<file path="src/rtl/id_ex_stage_pkg.sv">
// Shared widths, control-word layout and payload types for the ID/EX pipeline register.
package id_ex_stage_pkg;

    localparam int unsigned XLEN   = 32;
    localparam int unsigned CNT_W  = 16;
    localparam int unsigned CTRL_W = 12;
    localparam int unsigned REG_W  = 5;

    // Decoder control word, MSB first
    typedef struct packed {
        logic       branch;
        logic       memread;
        logic [1:0] memtoreg;
        logic [2:0] aluop;
        logic       memwrite;
        logic       alusrc;
        logic       regwrite;
        logic [1:0] branch_signal;
    } ctrl_t;

    // All-zero word: no write, no memory access, no branch
    localparam ctrl_t CTRL_BUBBLE = '0;

    typedef struct packed {
        logic [XLEN-1:0]  pc;
        logic [XLEN-1:0]  rs1_data;
        logic [XLEN-1:0]  rs2_data;
        logic [XLEN-1:0]  imm;
        logic [REG_W-1:0] rs1;
        logic [REG_W-1:0] rs2;
        logic [REG_W-1:0] rd;
        logic [2:0]       funct3;
        logic             funct7b5;
        ctrl_t            ctrl;
    } ex_payload_t;

    function automatic logic [CNT_W-1:0] sat_inc(input logic [CNT_W-1:0] v);
        return (&v) ? v : v + CNT_W'(1);
    endfunction

endpackage

</file>
<file path="src/rtl/id_ex_stage_if.sv">
// Decode-side inputs, EX-side outputs and stall/flush handshake of the ID/EX stage.
interface id_ex_stage_if;
    import id_ex_stage_pkg::*;

    logic              id_valid;
    logic [XLEN-1:0]   id_pc;
    logic [XLEN-1:0]   id_rs1_data;
    logic [XLEN-1:0]   id_rs2_data;
    logic [XLEN-1:0]   id_imm;
    logic [REG_W-1:0]  id_rs1;
    logic [REG_W-1:0]  id_rs2;
    logic [REG_W-1:0]  id_rd;
    logic              id_uses_rs1;
    logic              id_uses_rs2;
    logic [2:0]        id_funct3;
    logic              id_funct7b5;
    logic [CTRL_W-1:0] id_ctrl;
    logic              ex_flush;
    logic              ex_hold;

    logic              id_stall;
    logic              ex_valid;
    logic [XLEN-1:0]   ex_pc;
    logic [XLEN-1:0]   ex_rs1_data;
    logic [XLEN-1:0]   ex_rs2_data;
    logic [XLEN-1:0]   ex_imm;
    logic [REG_W-1:0]  ex_rs1;
    logic [REG_W-1:0]  ex_rs2;
    logic [REG_W-1:0]  ex_rd;
    logic [2:0]        ex_funct3;
    logic              ex_funct7b5;
    logic [CTRL_W-1:0] ex_ctrl;
    logic [CNT_W-1:0]  bubble_cnt;

    modport master (
        output id_valid, id_pc, id_rs1_data, id_rs2_data, id_imm, id_rs1, id_rs2, id_rd,
               id_uses_rs1, id_uses_rs2, id_funct3, id_funct7b5, id_ctrl, ex_flush, ex_hold,
        input  id_stall, ex_valid, ex_pc, ex_rs1_data, ex_rs2_data, ex_imm, ex_rs1, ex_rs2,
               ex_rd, ex_funct3, ex_funct7b5, ex_ctrl, bubble_cnt
    );

    modport slave (
        input  id_valid, id_pc, id_rs1_data, id_rs2_data, id_imm, id_rs1, id_rs2, id_rd,
               id_uses_rs1, id_uses_rs2, id_funct3, id_funct7b5, id_ctrl, ex_flush, ex_hold,
        output id_stall, ex_valid, ex_pc, ex_rs1_data, ex_rs2_data, ex_imm, ex_rs1, ex_rs2,
               ex_rd, ex_funct3, ex_funct7b5, ex_ctrl, bubble_cnt
    );

endinterface

</file>
<file path="src/rtl/id_ex_stage_hazard_detect.sv">
// Load-use detector: a load in EX whose rd is read by the valid instruction in ID.
module id_ex_stage_hazard_detect
    import id_ex_stage_pkg::*;
(
    input  logic             ex_valid,
    input  logic             ex_memread,
    input  logic [REG_W-1:0] ex_rd,
    input  logic             id_valid,
    input  logic             id_uses_rs1,
    input  logic [REG_W-1:0] id_rs1,
    input  logic             id_uses_rs2,
    input  logic [REG_W-1:0] id_rs2,
    output logic             lu_c
);

    logic rs1_hit;
    logic rs2_hit;

    assign rs1_hit = id_uses_rs1 && (id_rs1 == ex_rd);
    assign rs2_hit = id_uses_rs2 && (id_rs2 == ex_rd);

    // x0 is never really written, so it cannot be a source of stale data
    assign lu_c = ex_valid && ex_memread && (ex_rd != REG_W'(0)) && id_valid && (rs1_hit || rs2_hit);

endmodule

</file>
<file path="src/rtl/id_ex_stage.sv">
// ID/EX pipeline register with load-use bubble insertion, branch flush and downstream hold.
module id_ex_stage
    import id_ex_stage_pkg::*;
(
    input  logic          clk,
    input  logic          rst,
    id_ex_stage_if.slave  bus
);

    ex_payload_t      ex_q, ex_d;
    logic             valid_q, valid_d;
    logic             pend_q, pend_d;
    logic [CNT_W-1:0] cnt_q, cnt_d;
    logic             lu_c;
    ex_payload_t      id_payload;

    id_ex_stage_hazard_detect u_hazard (
        .ex_valid    (valid_q),
        .ex_memread  (ex_q.ctrl.memread),
        .ex_rd       (ex_q.rd),
        .id_valid    (bus.id_valid),
        .id_uses_rs1 (bus.id_uses_rs1),
        .id_rs1      (bus.id_rs1),
        .id_uses_rs2 (bus.id_uses_rs2),
        .id_rs2      (bus.id_rs2),
        .lu_c        (lu_c)
    );

    // A pending or current flush already kills the consumer, so it needs no stall
    assign bus.id_stall = bus.ex_hold | (lu_c & ~bus.ex_flush & ~pend_q);

    always_comb begin
        id_payload          = '0;
        id_payload.pc       = bus.id_pc;
        id_payload.rs1_data = bus.id_rs1_data;
        id_payload.rs2_data = bus.id_rs2_data;
        id_payload.imm      = bus.id_imm;
        id_payload.rs1      = bus.id_rs1;
        id_payload.rs2      = bus.id_rs2;
        id_payload.rd       = bus.id_rd;
        id_payload.funct3   = bus.id_funct3;
        id_payload.funct7b5 = bus.id_funct7b5;
        id_payload.ctrl     = bus.id_valid ? ctrl_t'(bus.id_ctrl) : CTRL_BUBBLE;
    end

    // Next-state: hold > flush/pending flush > load-use bubble > capture
    always_comb begin
        ex_d    = ex_q;
        valid_d = valid_q;
        pend_d  = pend_q;
        cnt_d   = cnt_q;
        if (bus.ex_hold) begin
            pend_d = pend_q | bus.ex_flush;
        end else if (bus.ex_flush || pend_q || lu_c) begin
            ex_d      = '0;
            ex_d.ctrl = CTRL_BUBBLE;
            valid_d   = 1'b0;
            pend_d    = 1'b0;
            cnt_d     = sat_inc(cnt_q);
        end else begin
            ex_d    = id_payload;
            valid_d = bus.id_valid;
        end
    end

    always_ff @(posedge clk) begin
        if (!rst) begin
            ex_q    <= '0;
            valid_q <= 1'b0;
            pend_q  <= 1'b0;
            cnt_q   <= '0;
        end else begin
            ex_q    <= ex_d;
            valid_q <= valid_d;
            pend_q  <= pend_d;
            cnt_q   <= cnt_d;
        end
    end

    assign bus.ex_valid    = valid_q;
    assign bus.ex_pc       = ex_q.pc;
    assign bus.ex_rs1_data = ex_q.rs1_data;
    assign bus.ex_rs2_data = ex_q.rs2_data;
    assign bus.ex_imm      = ex_q.imm;
    assign bus.ex_rs1      = ex_q.rs1;
    assign bus.ex_rs2      = ex_q.rs2;
    assign bus.ex_rd       = ex_q.rd;
    assign bus.ex_funct3   = ex_q.funct3;
    assign bus.ex_funct7b5 = ex_q.funct7b5;
    assign bus.ex_ctrl     = ex_q.ctrl;
    assign bus.bubble_cnt  = cnt_q;

endmodule

</file>
<file path="src/flat_wrapper.sv">
// flat-port wrapper written by rule: the top's interface ports become plain ports
module id_ex_stage_flat import id_ex_stage_pkg::*;
  (clk, rst, bus_id_valid, bus_id_pc, bus_id_rs1_data, bus_id_rs2_data, bus_id_imm, bus_id_rs1, bus_id_rs2, bus_id_rd, bus_id_uses_rs1, bus_id_uses_rs2, bus_id_funct3, bus_id_funct7b5, bus_id_ctrl, bus_ex_flush, bus_ex_hold, bus_id_stall, bus_ex_valid, bus_ex_pc, bus_ex_rs1_data, bus_ex_rs2_data, bus_ex_imm, bus_ex_rs1, bus_ex_rs2, bus_ex_rd, bus_ex_funct3, bus_ex_funct7b5, bus_ex_ctrl, bus_bubble_cnt);
  id_ex_stage_if bus_i ();
  input  logic clk;
  input  logic rst;
  input wire logic [$bits(bus_i.id_valid)-1:0] bus_id_valid;
  input wire logic [$bits(bus_i.id_pc)-1:0] bus_id_pc;
  input wire logic [$bits(bus_i.id_rs1_data)-1:0] bus_id_rs1_data;
  input wire logic [$bits(bus_i.id_rs2_data)-1:0] bus_id_rs2_data;
  input wire logic [$bits(bus_i.id_imm)-1:0] bus_id_imm;
  input wire logic [$bits(bus_i.id_rs1)-1:0] bus_id_rs1;
  input wire logic [$bits(bus_i.id_rs2)-1:0] bus_id_rs2;
  input wire logic [$bits(bus_i.id_rd)-1:0] bus_id_rd;
  input wire logic [$bits(bus_i.id_uses_rs1)-1:0] bus_id_uses_rs1;
  input wire logic [$bits(bus_i.id_uses_rs2)-1:0] bus_id_uses_rs2;
  input wire logic [$bits(bus_i.id_funct3)-1:0] bus_id_funct3;
  input wire logic [$bits(bus_i.id_funct7b5)-1:0] bus_id_funct7b5;
  input wire logic [$bits(bus_i.id_ctrl)-1:0] bus_id_ctrl;
  input wire logic [$bits(bus_i.ex_flush)-1:0] bus_ex_flush;
  input wire logic [$bits(bus_i.ex_hold)-1:0] bus_ex_hold;
  output wire logic [$bits(bus_i.id_stall)-1:0] bus_id_stall;
  output wire logic [$bits(bus_i.ex_valid)-1:0] bus_ex_valid;
  output wire logic [$bits(bus_i.ex_pc)-1:0] bus_ex_pc;
  output wire logic [$bits(bus_i.ex_rs1_data)-1:0] bus_ex_rs1_data;
  output wire logic [$bits(bus_i.ex_rs2_data)-1:0] bus_ex_rs2_data;
  output wire logic [$bits(bus_i.ex_imm)-1:0] bus_ex_imm;
  output wire logic [$bits(bus_i.ex_rs1)-1:0] bus_ex_rs1;
  output wire logic [$bits(bus_i.ex_rs2)-1:0] bus_ex_rs2;
  output wire logic [$bits(bus_i.ex_rd)-1:0] bus_ex_rd;
  output wire logic [$bits(bus_i.ex_funct3)-1:0] bus_ex_funct3;
  output wire logic [$bits(bus_i.ex_funct7b5)-1:0] bus_ex_funct7b5;
  output wire logic [$bits(bus_i.ex_ctrl)-1:0] bus_ex_ctrl;
  output wire logic [$bits(bus_i.bubble_cnt)-1:0] bus_bubble_cnt;
  assign bus_i.id_valid = bus_id_valid;
  assign bus_i.id_pc = bus_id_pc;
  assign bus_i.id_rs1_data = bus_id_rs1_data;
  assign bus_i.id_rs2_data = bus_id_rs2_data;
  assign bus_i.id_imm = bus_id_imm;
  assign bus_i.id_rs1 = bus_id_rs1;
  assign bus_i.id_rs2 = bus_id_rs2;
  assign bus_i.id_rd = bus_id_rd;
  assign bus_i.id_uses_rs1 = bus_id_uses_rs1;
  assign bus_i.id_uses_rs2 = bus_id_uses_rs2;
  assign bus_i.id_funct3 = bus_id_funct3;
  assign bus_i.id_funct7b5 = bus_id_funct7b5;
  assign bus_i.id_ctrl = bus_id_ctrl;
  assign bus_i.ex_flush = bus_ex_flush;
  assign bus_i.ex_hold = bus_ex_hold;
  assign bus_id_stall = bus_i.id_stall;
  assign bus_ex_valid = bus_i.ex_valid;
  assign bus_ex_pc = bus_i.ex_pc;
  assign bus_ex_rs1_data = bus_i.ex_rs1_data;
  assign bus_ex_rs2_data = bus_i.ex_rs2_data;
  assign bus_ex_imm = bus_i.ex_imm;
  assign bus_ex_rs1 = bus_i.ex_rs1;
  assign bus_ex_rs2 = bus_i.ex_rs2;
  assign bus_ex_rd = bus_i.ex_rd;
  assign bus_ex_funct3 = bus_i.ex_funct3;
  assign bus_ex_funct7b5 = bus_i.ex_funct7b5;
  assign bus_ex_ctrl = bus_i.ex_ctrl;
  assign bus_bubble_cnt = bus_i.bubble_cnt;
  id_ex_stage u_core (.clk(clk), .rst(rst), .bus(bus_i));
endmodule
</file>
<file path="config.mk">
export PLATFORM = sky130hd
export DESIGN_NAME = id_ex_stage_flat
export DESIGN_NICKNAME = d
export VERILOG_FILES = /design/src/rtl/id_ex_stage_pkg.sv /design/src/rtl/id_ex_stage_if.sv /design/src/rtl/id_ex_stage_hazard_detect.sv /design/src/rtl/id_ex_stage.sv /design/src/flat_wrapper.sv
export SDC_FILE = /design/constraint.sdc
export NUM_CORES = 1
export LEC_CHECK = 0
export ABC_AREA = 1
export BUFFER_PORTS_ARGS = -buffer_cell sky130_fd_sc_hd__buf_2
export CORE_AREA = 2 2 133 135
export CTS_BUF_LIST = sky130_fd_sc_hd__clkbuf_8
export CTS_CLUSTER_DIAMETER = 100
export CTS_CLUSTER_SIZE = 20
export DETAILED_ROUTE_END_ITERATION = 7
export DIE_AREA = 0 0 135 137
export GPL_TIMING_DRIVEN = 1
export PLACE_DENSITY = 0.71
export SYNTH_ARGS = -nofsm -noshare
export SYNTH_HDL_FRONTEND = slang
export SYNTH_SLANG_ARGS = --single-unit
</file>
<file path="constraint.sdc">
create_clock -name clk -period 1.8 [get_ports clk]
set_clock_uncertainty 0.05 [all_clocks]
set_input_delay 0.09 -clock clk [delete_from_list [all_inputs] [get_ports clk]]
set_output_delay 0.09 -clock clk [all_outputs]
set_load 0.03 [all_outputs]
</file>
Word-level counts from Yosys, hierarchy flattened
Index checks and enable logic that the tools add are counted.
{"block": "totals", "reg_bits": 177, "inputBits": 166, "out_inout_bits": 177, "elab_cells": 49}
{"block": "classes", "n_addsub": 1, "n_eq_ne": 2, "muxes": 5, "n_bitwise": 8, "n_reduce_logical": 13}
{"operator": "2-to-1 mux 159 bit", "count": 1}
{"operator": "adder 16 x 1 -> 16 bit (second input constant)", "count": 1}
{"operator": "AND reduction 16 bit", "count": 1}
{"operator": "2-to-1 mux 12 bit", "count": 1}
{"operator": "== test 5 bit", "count": 2}
{"operator": "logical AND 1 bit", "count": 6}
{"operator": "nonzero test 5 bit", "count": 1}
{"operator": "inverter 1 bit", "count": 4}
{"operator": "logical OR 1 bit", "count": 3}
{"operator": "2-to-1 mux 1 bit", "count": 3}
{"operator": "AND reduction 3 bit", "count": 1}
{"operator": "AND 1 bit", "count": 2}
{"operator": "bitwise OR 1 bit", "count": 2}
{"operator": "nonzero test 2 bit", "count": 1}

Depth between registers and ports, before layout
{"block": "depth", "ltp_word": 7, "depth_mapped": 13, "depth_no_buf": 11}

By module
A second synthesis with hierarchy kept.
{"block": "hier_totals", "cells_unflattened": 912, "area_unflattened_um2": 6842.8}
{"mod": "id_ex_stage", "n_inst": 1, "cells_each": 856, "area_each_um2": 6617.6, "seq_area_each_um2": 3543.4}
{"mod": "id_ex_stage_hazard_detect", "n_inst": 1, "cells_each": 56, "area_each_um2": 225.2, "seq_area_each_um2": 0.0}

Worst setup path before layout
Ideal clock, no wire load.
{"block": "synth_path", "path_type": "register -> output", "from": "reg u_core.ex_q, in the netlist u_core.bus.ex_rd[0]", "to": "out bus_id_stall", "t_arrival_ps": 1817, "required_time_ps": 1660, "setup_slack_ps": -157, "path_stages_with_launch": 9, "path_buffers": 0, "cell_sequence": "dfxtp_1 -> inv_1 -> nand2_1 -> nand2_1 -> nor2_1 -> nand3_1 -> nand2_1 -> nand2_2 -> o31ai_1"}
{"block": "synth_between", "elab_chain_len": 7, "elab_cells_between_ends": 12, "classes_between": "eq/ne (2); bitwise (3); reduce/logical (7)"}
{"element": "start, declared", "line_no": "id_ex_stage.sv:10", "source": "ex_payload_t ex_q, ex_d;"}
{"element": "start signal, assigned", "line_no": "id_ex_stage.sv:68", "source": "ex_q <= '0;"}
{"element": "start signal, assigned", "line_no": "id_ex_stage.sv:73", "source": "ex_q <= ex_d;"}
{"element": "== test 5 bit, or another cell as far along", "line_no": "id_ex_stage_hazard_detect.sv:19", "source": "assign rs1_hit = id_uses_rs1 && (id_rs1 == ex_rd);"}
{"element": "logical AND 1 bit, on equally long branches", "line_no": "id_ex_stage_hazard_detect.sv:19, id_ex_stage_hazard_detect.sv:20, id_ex_stage_hazard_detect.sv:23"}
{"element": "logical OR 1 bit or logical AND 1 bit (tied branches)", "line_no": "id_ex_stage_hazard_detect.sv:23", "source": "assign lu_c = ex_valid && ex_memread && (ex_rd != REG_W'(0)) && id_valid && (rs1_hit || rs2_hit);"}
{"element": "logical AND 1 bit *", "line_no": "id_ex_stage_hazard_detect.sv:23"}
{"element": "AND 1 bit * (2 in series)", "line_no": "id_ex_stage.sv:30", "source": "assign bus.id_stall = bus.ex_hold | (lu_c & ~bus.ex_flush & ~pend_q);"}
{"element": "bitwise OR 1 bit *", "line_no": "id_ex_stage.sv:30"}
{"element": "end, declared", "line_no": "flat_wrapper.sv:22", "source": "output wire logic [$bits(bus_i.id_stall)-1:0] bus_id_stall;"}
Mark *: on every way between the ends. The rest lies on a longest branch, timed or not.

Worst setup path after layout
{"block": "layout_path", "from": "reg u_core.ex_q, in the netlist u_core.bus.ex_rd[0]", "to": "reg u_core.ex_q, in the netlist u_core.bus.ex_rs1_data[16]"}
{"block": "layout_between", "elab_chain_len": 6, "elab_cells_between_ends": 11, "classes_between": "eq/ne (2); mux (1); reduce/logical (8)"}
{"element": "== test 5 bit, or another cell as far along", "line_no": "id_ex_stage_hazard_detect.sv:19"}
{"element": "logical AND 1 bit, on equally long branches", "line_no": "id_ex_stage_hazard_detect.sv:19, id_ex_stage_hazard_detect.sv:20, id_ex_stage_hazard_detect.sv:23"}
{"element": "logical OR 1 bit or logical AND 1 bit (tied branches)", "line_no": "id_ex_stage_hazard_detect.sv:23"}
{"element": "logical AND 1 bit *", "line_no": "id_ex_stage_hazard_detect.sv:23"}
{"element": "logical OR 1 bit *", "line_no": "id_ex_stage.sv:54", "source": "end else if (bus.ex_flush || pend_q || lu_c) begin"}
{"element": "2-to-1 mux 159 bit *", "line_no": "id_ex_stage.sv:54"}
Marked as above.
A chain may end at the register's enable or synchronous reset.

==> results.md <==
- Combinational share of power: 0.198
- RSZ-0062 raised after global routing: yes
- DRT Pass-1 Iters: 5
- # IOs: 343
- Worst-path fanout max: 8
- Most common flop cell mapped by yosys: dfxtp_1
- Post-synth EDFFs: 0
- Critical path class: reg2reg
- CP bufs+invs: 5
- Net switching power: 2.76 mW
- First-pass GRT wire length: 36900 um
- Syn avg cell area: 7.45 um2
- Final cycle utilization of the critical path: 1.13
- Filler Cell Count: 1157
- Hold Crit Class: in2reg
- Failing checks: setup timing
- Remaining antenna violation count: 0
- Netlist cell types: 24
- Pwr Density: 732 nW/um2
- Port Buffer Count: 342
- Synth top area share: 0.525
- WL/cell: 18.7 um
- Horiz. Die Dim: 135 um
- Clock transition at the registers of the reported paths: 0.11 ns
- Post-route setup slack: -0.238 ns
- Gpl congestion: 0.828
- # diodes: 0
- Layout cells sized above 1: 0.408
- Worst stage delay on the critical path: 0.38 ns
- Synth Cell Area: 6750 um2
- Yosys reg bits: 177
- Fin. max-slew vios: 0
- Pint: 6.17 mW
- Starting Density: 0.396
- DP HPWL: 14600 um
- Via count: 8733
- Crit path time final: 2.04 ns
- Commonest cells post-synth: nand2_1 (379), dfxtp_1 (177), nand3_1 (161)
- Initial antenna violation count: 0
- Setup crit end kind: flip-flop
- Total gr overflow: 0
- CTS tree: built
- Pwr Total: 8.93 mW
- Number of global-route vias before repair: 7606
- Critical Path RT: 2.15 ns
- Least-Margin Pin Slew: 1.18 ns
- Seq/Total Area, Yosys: 0.525
- Final Net Count: 1594
- Residual DRC: 0
- Placeable Area: 17100 um2
- Sequential power share: 0.463
- Final wirelength: 31200 um
- Outcome: finished with violations
- Slew HR: 0.211
- Cts bufs inserted: 17
- Syn Inst Count: 906
- Max Cap Viol: 0
- Synth warn: 0
- Mapped Nets: 1073
- Critical path arrival: 2.39 ns
- Sw frac: 0.309
- Largest area contributor in the netlist: dfxtp_1
- Die height: 137 um
- Lkg Pwr: 6.21 nW
- Setup violations, final: 166
- CP delay by family, top: simple AND/OR/NAND/NOR gates
- Cell Rows: 48
- Most common cell in the netlist: nand2_1
- Crit-path cells: buf_6 -> nor2_4 -> nand4_1 -> nand4_1 -> inv_2 -> nand2_4 -> buf_12 -> nand2_8 -> nor2_8 -> buf_12 -> clkbuf_16 -> nand3_2 -> nand2_1
- GRT Total Usage: 0.252
- Synth async-reset ratio: 0
- Slowest-stage cell, CP: dfxtp_4
- Final Hold Viols: 0
- Area Overhead vs Synth: 80.7%
- H-tree depth: 4
- Worst-Skew Late Latency: 0.45 ns
- Die ar.: 18500 um2
- Root Driver: clkbuf_8
- Clock power share: 0.339
- Largest cells by area after synthesis: dfxtp_1 (52%), nand2_1 (21%), nand3_1 (12%)
- Largest net degree at the start of global routing: 165
- Pre-CTS WS: 0.0413 ns
- Fmax: 491 MHz
- Maximum clock insertion buffer count: 2
- CP startpoint kind: flip-flop
- Max VDD drop: 0.635 mV
- Vias/cell: 5.25
- CTS sink count: 177
- First DRT Iteration DRCs: 521
==> worst paths after layout <==
check / cells past startpoint / to / slack [ns] / startpoint
max: 13 / u_core.bus.ex_rs1_data[16]$_SDFFE_PN0N_ / -0.24 / u_core.bus.ex_rd[0]$_SDFFE_PN0N_
min: 5 / u_core.bus.ex_ctrl[2]$_SDFFE_PN0N_ / 0.04 / bus_id_valid
max reg2reg: 13 / u_core.bus.ex_rs1_data[16]$_SDFFE_PN0N_ / -0.24 / u_core.bus.ex_rd[0]$_SDFFE_PN0N_
min reg2reg: 2 / u_core.bus.ex_rs2[4]$_SDFFE_PN0N_ / 0.40 / u_core.bus.ex_rs2[4]$_SDFFE_PN0N_
==> per-stage QoR <==
| stage | TNS (ns) | instances | cell area [um2] | util | hold slack (ns) |
|---|---|---|---|---|---|
| CTS | -6.73 | 1633 | 10800 | 0.634 | 0.00811 |
| global route | -30.82 | 1665 | 12200 | 0.715 | 0.0414 |
| detailed placement | 0 | 1433 | 8640 | 0.507 | 0.259 |
| floorplan | 0 | 906 | 6760 | - | 0.161 |
| global placement | 0 | 1433 | 8640 | 0.507 | 0.254 |
| finish | -16.43 | 1665 | 12200 | 0.715 | 0.0361 |
==> worst min-delay path: cells and delay by family <==
kind	cells	cell delay, ns
and+or+nand+nor	3	0.20
buffers and inverters	2	0.21
==> state kept, by name (all words and copies together) (netlist names) <==
signal	flops
u_core.bus.bubble_cnt	16
u_core.bus.ex_ctrl	12
u_core.bus.ex_funct3	3
u_core.bus.ex_funct7b5	1
u_core.bus.ex_imm	32
u_core.bus.ex_pc	32
u_core.bus.ex_rd	5
u_core.bus.ex_rs1	5
u_core.bus.ex_rs1_data	32
u_core.bus.ex_rs2	5
u_core.bus.ex_rs2_data	32
u_core.bus.ex_valid	1
u_core.pend_q	1
==> cell type report <==
class                           count  area, um2  share of cell area
Tap cell                          225        282              0.0231
Inverter                           38        148              0.0121
Clock buffer                       18        248              0.0203
Clock inverter                     14        194              0.0159
Multi-Input combinational cell    635       3490               0.286
Timing Repair Buffer              558       4280               0.351
Sequential cell                   177       3560               0.292
==> placed cells by master, fill, tap and decap left out, types with 2 or more instances in the layout <==
cell type	Yosys	routed
nand2_1	379	368
buf_2	11	340
dfxtp_1	177	172
dlygate4sd3_1	0	165
nand3_2	10	116
nand3_1	161	46
nor2_1	45	40
inv_1	33	31
clkbuf_8	0	18
a21oi_1	19	14
clkbuf_16	0	14
buf_12	0	14
nand2_2	1	11
buf_4	2	11
nand3_4	0	9
o21ai_0	7	7
buf_8	1	7
nand4_1	6	6
inv_2	5	5
buf_6	11	5
a21oi_2	0	4
nor2_2	0	3
clkinv_8	0	3
inv_6	0	3
inv_8	0	3
dfxtp_4	0	3
inv_4	0	2
nor2_4	0	2
clkinv_4	0	2
bufinv_16	0	2
buf_16	0	2
dfxtp_2	0	2
==> routing by layer <==
metal	GRT usage	part of all wire	wire, um
met3	0.0837	0.090	2800
met1	0.275	0.35	10900
met2	0.437	0.50	15500
met5	0	0	0
met4	0.131	0.065	2030
==> power groups by stage <==
stage                     Clock [mW]  Combinational (mW)  Sequential (mW)
final                           3.03                1.77             4.13
after floorplan                    0               0.364             4.48
after CTS                       3.05                1.37             4.12
after detailed placement           0                1.07             4.21
after global placement             0                1.06             4.21
after global routing            3.21                1.85             4.15
==> what timing repair did <==
action | in CTS | in global routing
hold buffers | 165 | 0
setup endpoints to repair | 5 | 172
buffers inserted | 3 | 7
resized for setup | 16 | 176
gates cloned | 0 | 25
endpoints found under the hold margin | 160 | 0
pin swaps | 5 | 112
==> cell families (layout without fill, tap and decap cells) <==
logic type	after synthesis	count (layout)	synth area share
adders and majority gates	1	1	0.00185
AOI/OAI and AO/OA	28	28	0.0211
DFF	177	177	0.525
and+or+nand+nor	606	606	0.383
buffers and inverters	94	628	0.0693
(Power assumes the default switching activity.)
